===== src/rtl/mul_share_ctrl.sv =====
// Round-robin arbiter/sequencer sharing one repeated-addition multiplier among NREQ clients.
// Optional macro MUL_SHARE_SWAP_EN: load max(A,B) as A and min(A,B) as B to shorten the add loop.
module mul_share_ctrl #(
    parameter int NREQ = 4,
    parameter int W    = 16
) (
    input  logic                     clk,
    input  logic                     rst_n,
    input  logic [NREQ-1:0]          req,
    input  logic [NREQ*W-1:0]        a_in,
    input  logic [NREQ*W-1:0]        b_in,
    output logic [NREQ-1:0]          ack,
    output logic                     rsp_valid,
    output logic [$clog2(NREQ)-1:0]  rsp_id,
    output logic [W-1:0]             rsp_prod,
    output logic                     busy,
    output logic [W-1:0]             dp_data,
    output logic                     dp_lda,
    output logic                     dp_ldb,
    output logic                     dp_clrp,
    output logic                     dp_ldp,
    output logic                     dp_decb,
    input  logic                     dp_eqz,
    input  logic [W-1:0]             dp_prod
);
    localparam int IDW = $clog2(NREQ);

    typedef enum logic [2:0] {S_IDLE, S_LOAD_A, S_LOAD_B, S_ADD, S_DONE} state_t;

    state_t          r_state;
    logic [IDW-1:0]  r_rr_ptr;
    logic [IDW-1:0]  r_gidx;
    logic [NREQ-1:0] r_ack;
    logic            r_rsp_valid;
    logic [IDW-1:0]  r_rsp_id;
    logic [W-1:0]    r_rsp_prod;
    logic            r_busy;
    logic [W-1:0]    r_dp_data;
    logic            r_dp_lda;
    logic            r_dp_ldb;
    logic            r_dp_clrp;

    logic            w_found;
    logic [IDW-1:0]  w_pick;
    logic [IDW-1:0]  w_idx;
    int              w_t;
    logic [W-1:0]    w_pa;
    logic [W-1:0]    w_gb;
    logic [W-1:0]    w_lda_val;
    logic [W-1:0]    w_ldb_val;
    logic [IDW-1:0]  w_next_ptr;

    // First set request at or after r_rr_ptr, wrapping at NREQ-1.
    always_comb begin
        w_found = 1'b0;
        w_pick  = '0;
        w_idx   = '0;
        w_t     = 0;
        for (int k = 0; k < NREQ; k++) begin
            w_t = int'(r_rr_ptr) + k;
            if (w_t >= NREQ) w_t = w_t - NREQ;
            w_idx = IDW'(w_t);
            if (!w_found && req[w_idx]) begin
                w_found = 1'b1;
                w_pick  = w_idx;
            end
        end
    end

    assign w_pa = a_in[w_pick*W +: W];
    assign w_gb = b_in[r_gidx*W +: W];

`ifdef MUL_SHARE_SWAP_EN
    logic [W-1:0] w_pb;
    logic [W-1:0] w_ga;
    assign w_pb      = b_in[w_pick*W +: W];
    assign w_ga      = a_in[r_gidx*W +: W];
    assign w_lda_val = (w_pa >= w_pb) ? w_pa : w_pb;
    assign w_ldb_val = (w_ga >= w_gb) ? w_gb : w_ga;
`else
    assign w_lda_val = w_pa;
    assign w_ldb_val = w_gb;
`endif

    assign w_next_ptr = (r_gidx == IDW'(NREQ-1)) ? '0 : r_gidx + 1'b1;

    // Moore outputs are registered on the transition into the state that owns them.
    always_ff @(posedge clk or negedge rst_n) begin
        if (!rst_n) begin
            r_state     <= S_IDLE;
            r_rr_ptr    <= '0;
            r_gidx      <= '0;
            r_ack       <= '0;
            r_rsp_valid <= 1'b0;
            r_rsp_id    <= '0;
            r_rsp_prod  <= '0;
            r_busy      <= 1'b0;
            r_dp_data   <= '0;
            r_dp_lda    <= 1'b0;
            r_dp_ldb    <= 1'b0;
            r_dp_clrp   <= 1'b0;
        end else begin
            r_ack       <= '0;
            r_rsp_valid <= 1'b0;
            r_rsp_id    <= '0;
            r_rsp_prod  <= '0;
            r_dp_data   <= '0;
            r_dp_lda    <= 1'b0;
            r_dp_ldb    <= 1'b0;
            r_dp_clrp   <= 1'b0;
            case (r_state)
                S_IDLE: begin
                    if (w_found) begin
                        r_gidx    <= w_pick;
                        r_state   <= S_LOAD_A;
                        r_busy    <= 1'b1;
                        r_dp_data <= w_lda_val;
                        r_dp_lda  <= 1'b1;
                    end
                end
                S_LOAD_A: begin
                    r_state   <= S_LOAD_B;
                    r_dp_data <= w_ldb_val;
                    r_dp_ldb  <= 1'b1;
                    r_dp_clrp <= 1'b1;
                end
                S_LOAD_B: r_state <= S_ADD;
                S_ADD: begin
                    if (dp_eqz) begin
                        r_state     <= S_DONE;
                        r_ack       <= NREQ'(1) << r_gidx;
                        r_rsp_valid <= 1'b1;
                        r_rsp_id    <= r_gidx;
                        r_rsp_prod  <= dp_prod;
                    end
                end
                S_DONE: begin
                    r_state  <= S_IDLE;
                    r_busy   <= 1'b0;
                    r_rr_ptr <= w_next_ptr;
                end
                default: begin
                    r_state <= S_IDLE;
                    r_busy  <= 1'b0;
                end
            endcase
        end
    end

    assign ack       = r_ack;
    assign rsp_valid = r_rsp_valid;
    assign rsp_id    = r_rsp_id;
    assign rsp_prod  = r_rsp_prod;
    assign busy      = r_busy;
    assign dp_data   = r_dp_data;
    assign dp_lda    = r_dp_lda;
    assign dp_ldb    = r_dp_ldb;
    assign dp_clrp   = r_dp_clrp;
    // Add strobes depend on the live B==0 flag so the loop exits without an extra add.
    assign dp_ldp    = (r_state == S_ADD) && !dp_eqz;
    assign dp_decb   = (r_state == S_ADD) && !dp_eqz;

endmodule


===== config.mk =====
export PLATFORM = sky130hd
export DESIGN_NAME = mul_share_ctrl
export DESIGN_NICKNAME = d
export VERILOG_FILES = /design/src/rtl/mul_share_ctrl.sv
export SDC_FILE = /design/constraint.sdc
export NUM_CORES = 1
export LEC_CHECK = 0
export CAP_MARGIN = 20
export CORE_MARGIN = 4
export CORE_UTILIZATION = 32
export CTS_BUF_LIST = sky130_fd_sc_hd__clkbuf_4
export CTS_CLUSTER_DIAMETER = 30
export DETAILED_ROUTE_END_ITERATION = 10
export GPL_TIMING_DRIVEN = 0
export PLACE_DENSITY = 0.78
export SYNTH_ARGS = -nofsm -noshare
export SYNTH_HDL_FRONTEND = slang
export SYNTH_SLANG_ARGS = --single-unit

===== constraint.sdc =====
create_clock -name clk -period 1.6 [get_ports clk]
set_input_delay 0.24 -clock clk [delete_from_list [all_inputs] [get_ports clk]]
set_output_delay 0.24 -clock clk [all_outputs]
set_load 0.01 [all_outputs]

==> results by group <==
Setup path
  – Worst-path cell chain: mux2i_1 -> o2bb2ai_2 -> nor2_4 -> buf_12 -> buf_16 -> mux2i_4 -> o221ai_2
  – WS Path Type: flip-flop to flip-flop
  – Reg2reg end: dp_data[14]
  – R2R setup slack: -120 ps
  – R2R depth: 7
  – Max stage delay on crit path: 470 ps
  – CP required: 1860 ps
  – CP Capture Type: flip-flop
  – Crit path DAT: 1980 ps
  – Crit path max fanout: 6
  – Crit start category: flip-flop
  – Slowest stage cell, crit path: dfrtp_2
  – RR Startpoint: r_rr_ptr[1]

Yosys
  – Syn Nets: 368
  – Syn avg cell area: 12.9 um^2
  – Cell variety after synth: 33
  – Mapped cell area: 2750 um^2
  – Yosys warnings: 0
  – Ys async rst share: 100%
  – Gate Count Post-Synth: 213
  – Synth Register Bits: 49
  – Sequential element share of the synthesized area: 44.6%
  – Main synth FF type: dfrtp_1
  – Post-synth EDFFs: 0

Global route
  – Vias in the first global route: 2950
  – Largest net degree at the start of global routing: 34
  – Initial antenna violation count: 0
  – GR Util All Layers: 18.9%
  – First-pass GRT wire length: 14.7 mm
  – Global route overflow: 0

Layout
  – Area delta synth->final: 94.3%
  – NumNets Final: 587
  – Area of the multi-input gates: 1560 um^2
  – Register area: 1230 um^2
  – Leading cell type in the layout, fill and taps excluded: clkdlybuf4s50_1
  – Fill cell count: 674
  – Share of cells above drive strength 1: 21.9%
  – N_diodes: 0
  – Design Area, Final: 5340 um^2
  – Most frequent cells in the layout: clkdlybuf4s50_1 (188), dfrtp_1 (46), mux2i_1 (22), and2_1 (22), nand2_1 (20)
  – Post-route non-filler standard cell count: 538

Detailed routing
  – Wire per inst: 18.4 um
  – Post-DR vias/cell: 4.84
  – DRT antenna net count: 0
  – First-pass detailed-route iteration total: 4
  – Final wirelength: 9.89 mm
  – DR vias: 2604
  – Detailed Route Iter0 Violations: 37
  – # DRC: 0

STA
  – Actual slew at the worst max-slew pin: 441 ps
  – Final Hold Fails: 0
  – Setup Viol. Count Final: 16
  – Highest Clock Rate: 581 MHz
  – Final hold slack: 342 ps
  – Slew margin rel.: 70.6%
  – Clk_skew: 8.08 ps
  – Tcrit/Tclk final: 108%
  – Crit path time final: 1720 ps
  – RSZ-0062 raised after global routing: true
  – Worst setup margin: -121 ps
  – Final slew viol count: 0

Place
  – Dpl cell area: 4850 um^2
  – Placed insts: 514
  – GPL Wtd Cong: 0.778
  – Pre-CTS setup slack: -563 ps
  – PortBufs: 195
  – Placed wire-length estimate: 7.65 mm

Die
  – I/O Pins: 196
  – Cell row count: 33
  – Die Width: 101 um
  – DIE AREA: 10100 um^2
  – Core footprint: 8300 um^2
  – Die height: 101 um
  – Initial core utilization: 33.1%

Outcome
  – Outcome: finished, violations left
  – Failing checks: setup timing

Pwr
  – Pleak: 2.19 nW
  – Power, Total: 6.51 mW
  – Pwr dens: 1220 nW/um^2
  – Worst vdd ir: 632 uV

Worst hold path
  – Hold crit path type: primary input to asynchronous set/reset pin

Clock tree
  – CTS clock-pin slew for the worst setup and hold paths: 140 ps
  – CTS Buf Count: 5
  – Worst-Skew Late Latency: 360 ps
  – CTS tree: done
  – Max Root-Sink Buffers: 2
  – CTS sink count: 49
  – CTS root buffer: clkbuf_4
  – Max H-tree Level: 2

Job
  – Max-cap violations: 0
report_power, final:
part	internal (mW)	total, mW	switching [mW]
clock	0.324	0.723	0.399
combinational	2.36	4.03	1.67
sequential	1.58	1.76	0.180
total	4.26	6.51	2.25
metrics by stage:
stage / utilization (%) / TNS [ps]
detailed placement: 58.4 / -14380
CTS: 62.3 / -1100
floorplan: - / 0
global placement: 58.3 / -68090
global route: 64.3 / -2550
finish: 64.3 / -1410
metal layers:
layer / routed length, um / vias up / global-route usage [%]
met1: 3630 / 1233 / 21.8
met5: 0 / - / 0
met2: 5220 / 127 / 33.5
met4: 223 / 0 / 7.36
met3: 816 / 18 / 4.78
li1: - / 1226 / -
cell type report:
| type | count | share of cell area [%] |
|---|---|---|
| Sequential cell | 49 | 23.0 |
| Clock buffer | 5 | 0.703 |
| Timing Repair Buffer | 212 | 40.2 |
| Buffer | 16 | 3.59 |
| Tap cell | 105 | 2.46 |
| Inverter | 2 | 0.141 |
| Clock inverter | 3 | 0.774 |
| Multi-Input combinational cell | 146 | 29.1 |
state kept, by name (all words and copies together) (netlist names):
signal / flops
dp_clrp: 1
rsp_id: 2
ack: 4
rsp_valid: 1
busy: 1
r_state: 3
dp_data: 16
r_rr_ptr: 2
rsp_prod: 16
r_gidx: 2
dp_lda: 1
cell usage after synthesis (4+ instances only):
library cell	number	area [um^2]
dfrtp_1	49	1230
mux2i_1	32	320
and2_1	22	138
nand2_1	21	78.8
mux4_2	16	360
o221ai_2	9	135
nor2_1	7	26.3
o221ai_1	6	52.6
buf_6	5	56.3
clkbuf_1	5	18.8
ha_1	4	50.1
cells by family after synthesis:
logic type | share of synthesized area (%)
buf+inv | 4.37
mux | 25.6
simple gates | 13.5
flops | 44.6
fa+ha+maj | 1.82
compound gates | 10.1
how the worst max path moves through the flow:
stage	slack [ps]	endpoint	cells past startpoint	startpoint
6_report	-120	dp_data[14]	7	r_rr_ptr[1]
5_1_grt	-180	dp_data[7]	7	r_rr_ptr[1]
4_1_cts	-110	dp_data[11]	7	r_rr_ptr[1]
3_5_place_dp	-560	dp_data[14]	7	req[3]
3_3_place_gp	-1120	dp_data[0]	1	rst_n
2_1_floorplan	80	dp_data[10]	5	r_state[2]
critical path, delay by kind of cell (launching register included):
kind / cells / cell delay [ps]
AO/OA/AOI/OAI: 2 / 320
buffers and inverters: 2 / 300
flip-flops: 1 / 470
multiplexers: 2 / 400
AND/OR/NAND/NOR: 1 / 120
timing repair:
| item | 4_1_cts | 5_1_grt |
|---|---|---|
| endpoints found under the hold margin | 16 | 0 |
| buffers inserted | 7 | 6 |
| setup endpoints to repair | 41 | 30 |
| hold buffers | 1 | 0 |
| gates cloned | 1 | 1 |
| pin swaps | 4 | 4 |
| gates resized for setup | 47 | 18 |
No activity file was read; power rests on OpenSTA's default activity.
